===== src/rtl/bin_to_sseg_display_pkg.sv =====
// Shared segment patterns, FSM state type and leading-zero mask for the result display.
// Segment order is {g,f,e,d,c,b,a}, active-low.
package bin_to_sseg_display_pkg;

   localparam int BCD_DIGITS   = 7;
   localparam int NUM_DISPLAYS = 8;

   localparam logic [6:0] SEG_BLANK = 7'h7F;
   localparam logic [6:0] SEG_MINUS = 7'b0111111;
   localparam logic [6:0] SEG_DIGIT [0:9] = '{
      7'b1000000, 7'b1111001, 7'b0100100, 7'b0110000, 7'b0011001,
      7'b0010010, 7'b0000010, 7'b1111000, 7'b0000000, 7'b0010000
   };

   typedef enum logic [1:0] {IDLE, SHIFT, DONE} state_t;

   // Bit i set when digit i sits above the most significant nonzero digit; digit 0 always shown.
   function automatic logic [BCD_DIGITS-1:0] lzb_mask(input logic [4*BCD_DIGITS-1:0] bcd);
      logic seen;
      lzb_mask = '0;
      seen     = 1'b0;
      for (int i = BCD_DIGITS - 1; i >= 1; i--) begin
         seen        = seen | (bcd[4*i +: 4] != 4'd0);
         lzb_mask[i] = ~seen;
      end
   endfunction

endpackage


===== src/rtl/bin_to_sseg_display_bcd_to_sseg.sv =====
// Combinational BCD digit to active-low seven-segment pattern; zero latency, no flow control.
// Blank flag or a non-decimal code (10..15) yields an all-off pattern.
module bcd_to_sseg
   import bin_to_sseg_display_pkg::*;
(
   input  logic [3:0] bcd,
   input  logic       blank,
   output logic [6:0] seg
);

   always_comb begin
      seg = SEG_BLANK;
      if (!blank) begin
         case (bcd)
            4'd0:    seg = SEG_DIGIT[0];
            4'd1:    seg = SEG_DIGIT[1];
            4'd2:    seg = SEG_DIGIT[2];
            4'd3:    seg = SEG_DIGIT[3];
            4'd4:    seg = SEG_DIGIT[4];
            4'd5:    seg = SEG_DIGIT[5];
            4'd6:    seg = SEG_DIGIT[6];
            4'd7:    seg = SEG_DIGIT[7];
            4'd8:    seg = SEG_DIGIT[8];
            4'd9:    seg = SEG_DIGIT[9];
            default: seg = SEG_BLANK;
         endcase
      end
   end

endmodule


===== src/rtl/bin_to_sseg_display.sv =====
// Signed-magnitude to BCD (double dabble, one bit/clk, done at WIDTH+1) plus 8-digit scan; starts while busy are dropped.
// Optional leading-zero blanking under SSEG_LZB_EN.
module bin_to_sseg_display
   import bin_to_sseg_display_pkg::*;
#(
   parameter int WIDTH    = 20,
   parameter int SCAN_DIV = 50000
) (
   input  logic                    clk,
   input  logic                    rst,
   input  logic                    start,
   input  logic [WIDTH-1:0]        num,
   input  logic                    neg,
   output logic                    busy,
   output logic                    done,
   output logic [6:0]              Sseg,
   output logic [NUM_DISPLAYS-1:0] anodos
);

   localparam int BCD_W  = 4 * BCD_DIGITS;
   localparam int CNT_W  = $clog2(WIDTH + 1);
   localparam int SCAN_W = (SCAN_DIV > 1) ? $clog2(SCAN_DIV) : 1;
   localparam int IDX_W  = $clog2(NUM_DISPLAYS);

`ifdef SSEG_LZB_EN
   localparam logic [BCD_DIGITS-1:0] BLANK_RST = {{(BCD_DIGITS-1){1'b1}}, 1'b0};
`else
   localparam logic [BCD_DIGITS-1:0] BLANK_RST = '0;
`endif

   state_t                  state_q, state_d;
   logic [WIDTH-1:0]        bin_q, bin_d;
   logic [BCD_W-1:0]        bcd_q, bcd_d;
   logic [BCD_W-1:0]        bcd_adj;
   logic [CNT_W-1:0]        cnt_q, cnt_d;
   logic                    neg_q, neg_d;
   logic [BCD_W-1:0]        disp_bcd_q, disp_bcd_d;
   logic                    disp_neg_q, disp_neg_d;
   logic [BCD_DIGITS-1:0]   disp_blank_q, disp_blank_d;
   logic [SCAN_W-1:0]       scan_cnt_q, scan_cnt_d;
   logic [IDX_W-1:0]        digit_idx_q, digit_idx_d;
   logic [NUM_DISPLAYS-1:0] anodos_q, anodos_d;
   logic                    scan_tc;
   logic [3:0]              dig_bcd;
   logic                    dig_blank;
   logic [6:0]              dig_seg;

   always_ff @(posedge clk or posedge rst) begin
      if (rst) begin
         state_q      <= IDLE;
         bin_q        <= '0;
         bcd_q        <= '0;
         cnt_q        <= '0;
         neg_q        <= 1'b0;
         disp_bcd_q   <= '0;
         disp_neg_q   <= 1'b0;
         disp_blank_q <= BLANK_RST;
         scan_cnt_q   <= '0;
         digit_idx_q  <= '0;
         anodos_q     <= {{(NUM_DISPLAYS-1){1'b1}}, 1'b0};
      end else begin
         state_q      <= state_d;
         bin_q        <= bin_d;
         bcd_q        <= bcd_d;
         cnt_q        <= cnt_d;
         neg_q        <= neg_d;
         disp_bcd_q   <= disp_bcd_d;
         disp_neg_q   <= disp_neg_d;
         disp_blank_q <= disp_blank_d;
         scan_cnt_q   <= scan_cnt_d;
         digit_idx_q  <= digit_idx_d;
         anodos_q     <= anodos_d;
      end
   end

   always_comb begin
      for (int i = 0; i < BCD_DIGITS; i++) begin
         bcd_adj[4*i +: 4] = (bcd_q[4*i +: 4] >= 4'd5) ? bcd_q[4*i +: 4] + 4'd3 : bcd_q[4*i +: 4];
      end
   end

   always_comb begin
      state_d      = state_q;
      bin_d        = bin_q;
      bcd_d        = bcd_q;
      cnt_d        = cnt_q;
      neg_d        = neg_q;
      disp_bcd_d   = disp_bcd_q;
      disp_neg_d   = disp_neg_q;
      disp_blank_d = disp_blank_q;
      case (state_q)
         IDLE: begin
            if (start) begin
               bin_d   = num;
               neg_d   = neg;
               bcd_d   = '0;
               cnt_d   = '0;
               state_d = SHIFT;
            end
         end
         SHIFT: begin
            {bcd_d, bin_d} = {bcd_adj, bin_q} << 1;
            cnt_d          = cnt_q + 1'b1;
            if (cnt_q == CNT_W'(WIDTH - 1)) begin
               state_d = DONE;
            end
         end
         DONE: begin
            // The latch is only written here, so the display never shows partial results.
            disp_bcd_d = bcd_q;
            disp_neg_d = neg_q;
`ifdef SSEG_LZB_EN
            disp_blank_d = lzb_mask(bcd_q);
`else
            disp_blank_d = '0;
`endif
            state_d = IDLE;
         end
         default: state_d = IDLE;
      endcase
   end

   assign busy = (state_q == SHIFT);
   assign done = (state_q == DONE);

   always_comb begin
      scan_tc     = (scan_cnt_q == SCAN_W'(SCAN_DIV - 1));
      scan_cnt_d  = scan_tc ? '0 : scan_cnt_q + 1'b1;
      digit_idx_d = scan_tc ? digit_idx_q + 1'b1 : digit_idx_q;
      anodos_d    = scan_tc ? {anodos_q[NUM_DISPLAYS-2:0], anodos_q[NUM_DISPLAYS-1]} : anodos_q;
   end

   always_comb begin
      dig_bcd   = 4'd0;
      dig_blank = 1'b1;
      for (int i = 0; i < BCD_DIGITS; i++) begin
         if (digit_idx_q == IDX_W'(i)) begin
            dig_bcd   = disp_bcd_q[4*i +: 4];
            dig_blank = disp_blank_q[i];
         end
      end
   end

   bcd_to_sseg u_bcd_to_sseg (
      .bcd   (dig_bcd),
      .blank (dig_blank),
      .seg   (dig_seg)
   );

   // The top slot carries the sign instead of a BCD digit.
   assign Sseg   = (digit_idx_q == IDX_W'(NUM_DISPLAYS - 1)) ?
                   (disp_neg_q ? SEG_MINUS : SEG_BLANK) : dig_seg;
   assign anodos = anodos_q;

endmodule


===== config.mk =====
export PLATFORM = sky130hd
export DESIGN_NAME = bin_to_sseg_display
export DESIGN_NICKNAME = d
export VERILOG_FILES = /design/src/rtl/bin_to_sseg_display_pkg.sv /design/src/rtl/bin_to_sseg_display_bcd_to_sseg.sv /design/src/rtl/bin_to_sseg_display.sv
export SDC_FILE = /design/constraint.sdc
export NUM_CORES = 1
export LEC_CHECK = 0
export BUFFER_PORTS_ARGS = -buffer_cell sky130_fd_sc_hd__buf_2
export CORE_MARGIN = 2
export CORE_UTILIZATION = 38
export DETAILED_ROUTE_END_ITERATION = 16
export GPL_ROUTABILITY_DRIVEN = 0
export PLACE_DENSITY = 0.65
export SLEW_MARGIN = 30
export SYNTH_ARGS = -nofsm -noshare
export SYNTH_HDL_FRONTEND = slang
export SYNTH_SLANG_ARGS = --single-unit

===== constraint.sdc =====
create_clock -name clk -period 3.9 [get_ports clk]
set_clock_uncertainty 0.05 [all_clocks]
set_input_delay 0.78 -clock clk [delete_from_list [all_inputs] [get_ports clk]]
set_output_delay 0.78 -clock clk [all_outputs]
set_load 0.005 [all_outputs]

# Yosys cells after proc, flatten, opt, wreduce, memory -nomap -nowiden
# Memory sizes are Yosys's and may differ from the RTL's.
# Index checks and enable logic that the tools add are counted.
# op_classes
n_addsub,10
n_lt_le_gt_ge,7
n_eq_ne,13
muxes,34
n_reduce_logical,6
# ops
operator,n
one-hot mux 28 bit (2 select lines),1
two-way mux 4 bit,13
one-hot mux 20 bit (2 select lines),1
greater-or-equal comparator 4 x 3 -> 1 bit (second input constant),7
two-way mux 28 bit,1
adder 4 x 2 -> 4 bit (second input constant),6
two-way mux 7 bit,3
two-way mux 20 bit,1
adder 16 x 1 -> 16 bit (second input constant),1
equality test 16 bit (second input constant),1
two-way mux 16 bit,1
equality test 3 bit (second input constant),4
one-hot mux 5 bit (2 select lines),1
two-way mux 1 bit,7
equality test 3 x 2 -> 1 bit (second input constant),2
AND reduction 2 bit,3
adder 5 x 1 -> 5 bit (second input constant),1
equality test 5 bit (second input constant),1
two-way mux 5 bit,1
two-way mux 2 bit,2
one-hot mux 2 bit (2 select lines),1
adder 3 x 1 -> 3 bit (second input constant),1
adder 3 x 2 -> 3 bit (second input constant),1
equality test 3 x 1 -> 1 bit (second input constant),1
8 further kinds,8
# word_totals
ff_bits,112
romBits,112
input_bits,24
out_inout_bits,17
word_cells,81
mem_count,1
# memory_table
name,depth,word_bits,rd,rd_clocked_by_memory_dff,write_ports,line_no,rtl
(no name shown),16,7,1,0,0,bin_to_sseg_display_bcd_to_sseg.sv:14,case (bcd)

# Logic depth before layout (Yosys ltp)
# An unclocked memory read counts as a cell.
# logic_depth
word_depth,11
depth_mapped,10
mapped_depth_nobuf,8

# Hierarchy
# A second synthesis with hierarchy kept.
# hier_totals
hier_cells,572
area_unflattened_um2,5748.0
# modules_own_cells
module,n_inst,cells_each,area_each_um2
bin_to_sseg_display,1,539,5511.5
bcd_to_sseg,1,33,236.5

# Least setup slack after synthesis
# No wires, ideal clock.
# synth_timing
path_type,reg-to-output
from,register digit_idx_q[0]
to,output Sseg[6]
arrival_ns,2.250
t_required_ns,3.070
path_slack_ns,0.820
path_stages_with_launch,10
path_buffers,1
path_cell_list,dfrtp_1 ha_1 ha_1 buf_2 a221o_1 a21oi_1 o32ai_4 ha_1 o41ai_1 a31oi_1
# synth_between
elab_chain_len,11
# synth_rtl
item,line_no,rtl
start: declaration,bin_to_sseg_display.sv:41,"logic [IDX_W-1:0] digit_idx_q, digit_idx_d;"
start signal: assignment,bin_to_sseg_display.sv:71,digit_idx_q <= digit_idx_d;
logical NOT 3 bit,bin_to_sseg_display.sv:137,if (digit_idx_q == IDX_W'(i)) begin
two-way mux 4 bit (7 in series),bin_to_sseg_display.sv:137,
memory read (16 x 7 bit),--,
two-way mux 7 bit,bin_to_sseg_display_bcd_to_sseg.sv:13,if (!blank) begin
two-way mux 7 bit *,bin_to_sseg_display.sv:151,assign Sseg = (digit_idx_q == IDX_W'(NUM_DISPLAYS - 1)) ?
end: declaration,bin_to_sseg_display.sv:16,"output logic [6:0] Sseg,"
# Mark *: on every way between the ends. The rest lies on a longest branch, timed or not.

# Worst setup path in the final report
# Ends and elaborated chain as after synthesis.

==> results.cfg <==
[timing]
slew_violations = 0
setup_tns_ps = 0
slew_headroom_pct = 52.4
period_needed_ps = 3720
setup_violations = 0
hold_violations = 0
worst_slack_ps = 179
fin_crit_sh_pct = 95.4
worst_pin_slew_ps = 713
rsz0062_at_grt = false
clock.fmax_mhz = 269

[min_path]
holdPathEnd = anodos[3]$_DFFE_PP1N_
hp-class = flop to flop
hold-path-cell-count = 2
hold_start = anodos[2]$_DFFE_PP1N_

[synth]
synth-main-ff-cell = dfrtp_1
yosys_warnings = 0
synth_nets = 624
syn_avg_cell_area_sq_um = 9.89
synth-seq-area-share_pct = 49.3
synth_edf_count = 0
ys_ff_latch = 112
synth_async_sr_flop_share_pct = 100
syn_inst = 577
synthDistinctLibCells = 57
synthesis.area_sq_um = 5710

[clock_network]
cts_resized = 0
hold_buffers = 0
post_cts_buffers = 0
ctsHtreeMaxLevel = 3
cts_buffer_depth = 2
clk_pin_slew_ps = 70
cts_inserted_buffers = 9
clk_latency_ps = 350
cts_tree = built
clock_sinks = 112
root_buffer = clkbuf_16

[power_and_ir_drop]
power.total_mw = 4.19
power_density_nw_per_um2 = 657
ir_drop_mv = 0.265
power.leakage_nw = 2.91

[flow_run]
drv_cap = 0

[critical_path]
startpoint_type = flop
path_delay_family = compound AO/OA/AOI/OAI gates
cp_common_cell = ha_1
critPathSlowestCell = dfrtp_1
cp.arrival_ps = 2890
r2r_start = state_q[1]$_DFFE_PP0P_
end_kind = output pin
path_cells = ha_1 -> ha_2 -> a221o_1 -> a21oi_1 -> o32ai_4 -> ha_1 -> o41ai_1 -> a31oi_1 -> buf_2
criticalPathCategory = flop to output pin
cp.depth = 9
rrSetupSlack_ps = 1680
worst-r2r-cell-count = 6
path_max_fanout = 10
worstReg2RegEnd = bin_q[16]$_DFFE_PP0P_
required_ps = 3070
critPathBufInv = 1
max_stage_delay_ps = 410

[drt]
route.detailed.drc = 0
vias = 4269
ant_nets = 0
drtIter0Drc = 251
drt-total-wl_mm = 11.8
viasPerCell = 5.38
drtPass1Iterations = 4
avgRoutedWirePerCell_um = 14.9

[outcome]
outcome = finished, final reports clean

[placement]
hpwl_mm = 8.10
io_buffers = 40
place_ws_ps = 450

[floorplanning]
num_rows = 44
start_util_pct = 39.1
io_pins = 41
core_area_sq_um = 14600
die-width_um = 127
fp.dieH_um = 127
die_area_sq_um = 16000

[global_route]
grt_use_total_pct = 15.7
grt_pass1_vias = 4272
grt_max_degree = 58
grt_overflow = 0
grt_pass1_wl_mm = 20.8
antenna_found_initial = 0

[finish]
layout-drive-gt1-share_pct = 15.6
mostFrequentLayoutCells = dfrtp_1 (104), nand2_1 (76), o21ai_0 (60)
final_nets = 651
final_common_cell = dfrtp_1
area_delta_synth_final_pct = 11.8
insertedDiodeCount = 0
power by group:
part / internal [mW] / total, mW / switching (mW)
Combinational: 0.659 / 1.39 / 0.735
Sequential: 1.54 / 1.86 / 0.325
Clock: 0.517 / 0.935 / 0.418
through the flow:
step	utilization (%)	area (sq um)	hold slack [ps]	instances
6_report	43.7	6380	416	793
5_1_grt	43.7	6380	433	793
4_1_cts	43.7	6370	419	793
3_5_place_dp	41.6	6060	407	777
3_3_place_gp	41.6	6060	396	777
2_1_floorplan	-	5710	391	577
Yosys cell counts, types with 3 or more instances:
library cell  number  share of area (%)
nand3b_1           4               0.53
and3b_1           15                2.3
o221a_1            3               0.59
nor2b_1           10                1.1
a21oi_1           42                3.7
a32o_1             7                1.2
o22ai_1           11                1.2
a22oi_1            7               0.92
nand4_1            5               0.55
a21o_1             4               0.53
mux2_2            16                3.2
dfstp_2            7                3.2
nor2_1            29                1.9
o31ai_1            7               0.92
nor3b_1            3               0.39
nand2b_1          14                1.5
nor3_1             4               0.35
o32ai_1            4               0.61
dfrtp_1          105                 46
buf_2              5               0.44
o21ai_0           60                5.3
a211oi_1           3               0.39
clkbuf_1          21                1.4
xnor2_1           13                2.0
nand2_1           76                5.0
ha_1              23                5.0
nand3_1            7               0.61
a22o_1             3               0.46
and3_1             3               0.33
xor2_1            13                2.0
inv_1             22                1.4
kinds of logic after synthesis:
kind of cell	count (synthesis)	share of synthesized area, %
AND/OR/NAND/NOR	179	15.9
adder cells (fa/ha/maj)	23	5.04
flip-flops	112	49.3
XOR/XNOR	26	3.99
buffers and inverters	53	3.86
multiplexers	16	3.16
AO/OA/AOI/OAI	168	18.8
worst register-to-register path, stage by stage (launching register included):
cell and delay, ps:
dfrtp_1 800, nand2b_1 190, buf_4 350, clkinv_1 170
buf_4 250, a22oi_1 170, o21ai_0 110
layer usage:
layer / track usage [%] / share of wire, % / vias up / wire (um)
met5: 0 / 0 / - / 0
met1: 22.2 / 49 / 2091 / 5740
li1: - / - / 2100 / -
met2: 24.4 / 47 / 67 / 5560
met4: 4.85 / 1.1 / 0 / 124
met3: 3.21 / 3.3 / 11 / 391
state kept, by name, indices dropped and copies added (netlist names):
register / count
neg_q: 1
bcd_q: 28
scan_cnt_q: 16
cnt_q: 5
state_q: 2
disp_bcd_q: 28
digit_idx_q: 3
bin_q: 20
anodos: 8
disp_neg_q: 1
area by class of cell:
class | instances | area [sq um]
clock buffer | 10 | 239
clock inverter | 6 | 66.3
fill | 1382 | 8210
inverter | 23 | 88.8
multi-input combinational | 412 | 2680
sequential | 112 | 2810
tap | 184 | 230
timing repair buffer | 46 | 258
how the worst max path moves through the flow:
stage,to,slack (ps),start
after floorplan,anodos[0]$_DFFE_PP0N_,120,rst
after global placement,Sseg[6],600,digit_idx_q[0]$_DFFE_PP0N_
after detailed placement,Sseg[6],450,digit_idx_q[1]$_DFFE_PP0N_
after CTS,Sseg[6],40,digit_idx_q[1]$_DFFE_PP0N_
after global routing,Sseg[3],30,digit_idx_q[0]$_DFFE_PP0N_
final,Sseg[6],180,digit_idx_q[0]$_DFFE_PP0N_
Note: power is estimated with default switching activity, not from simulation.
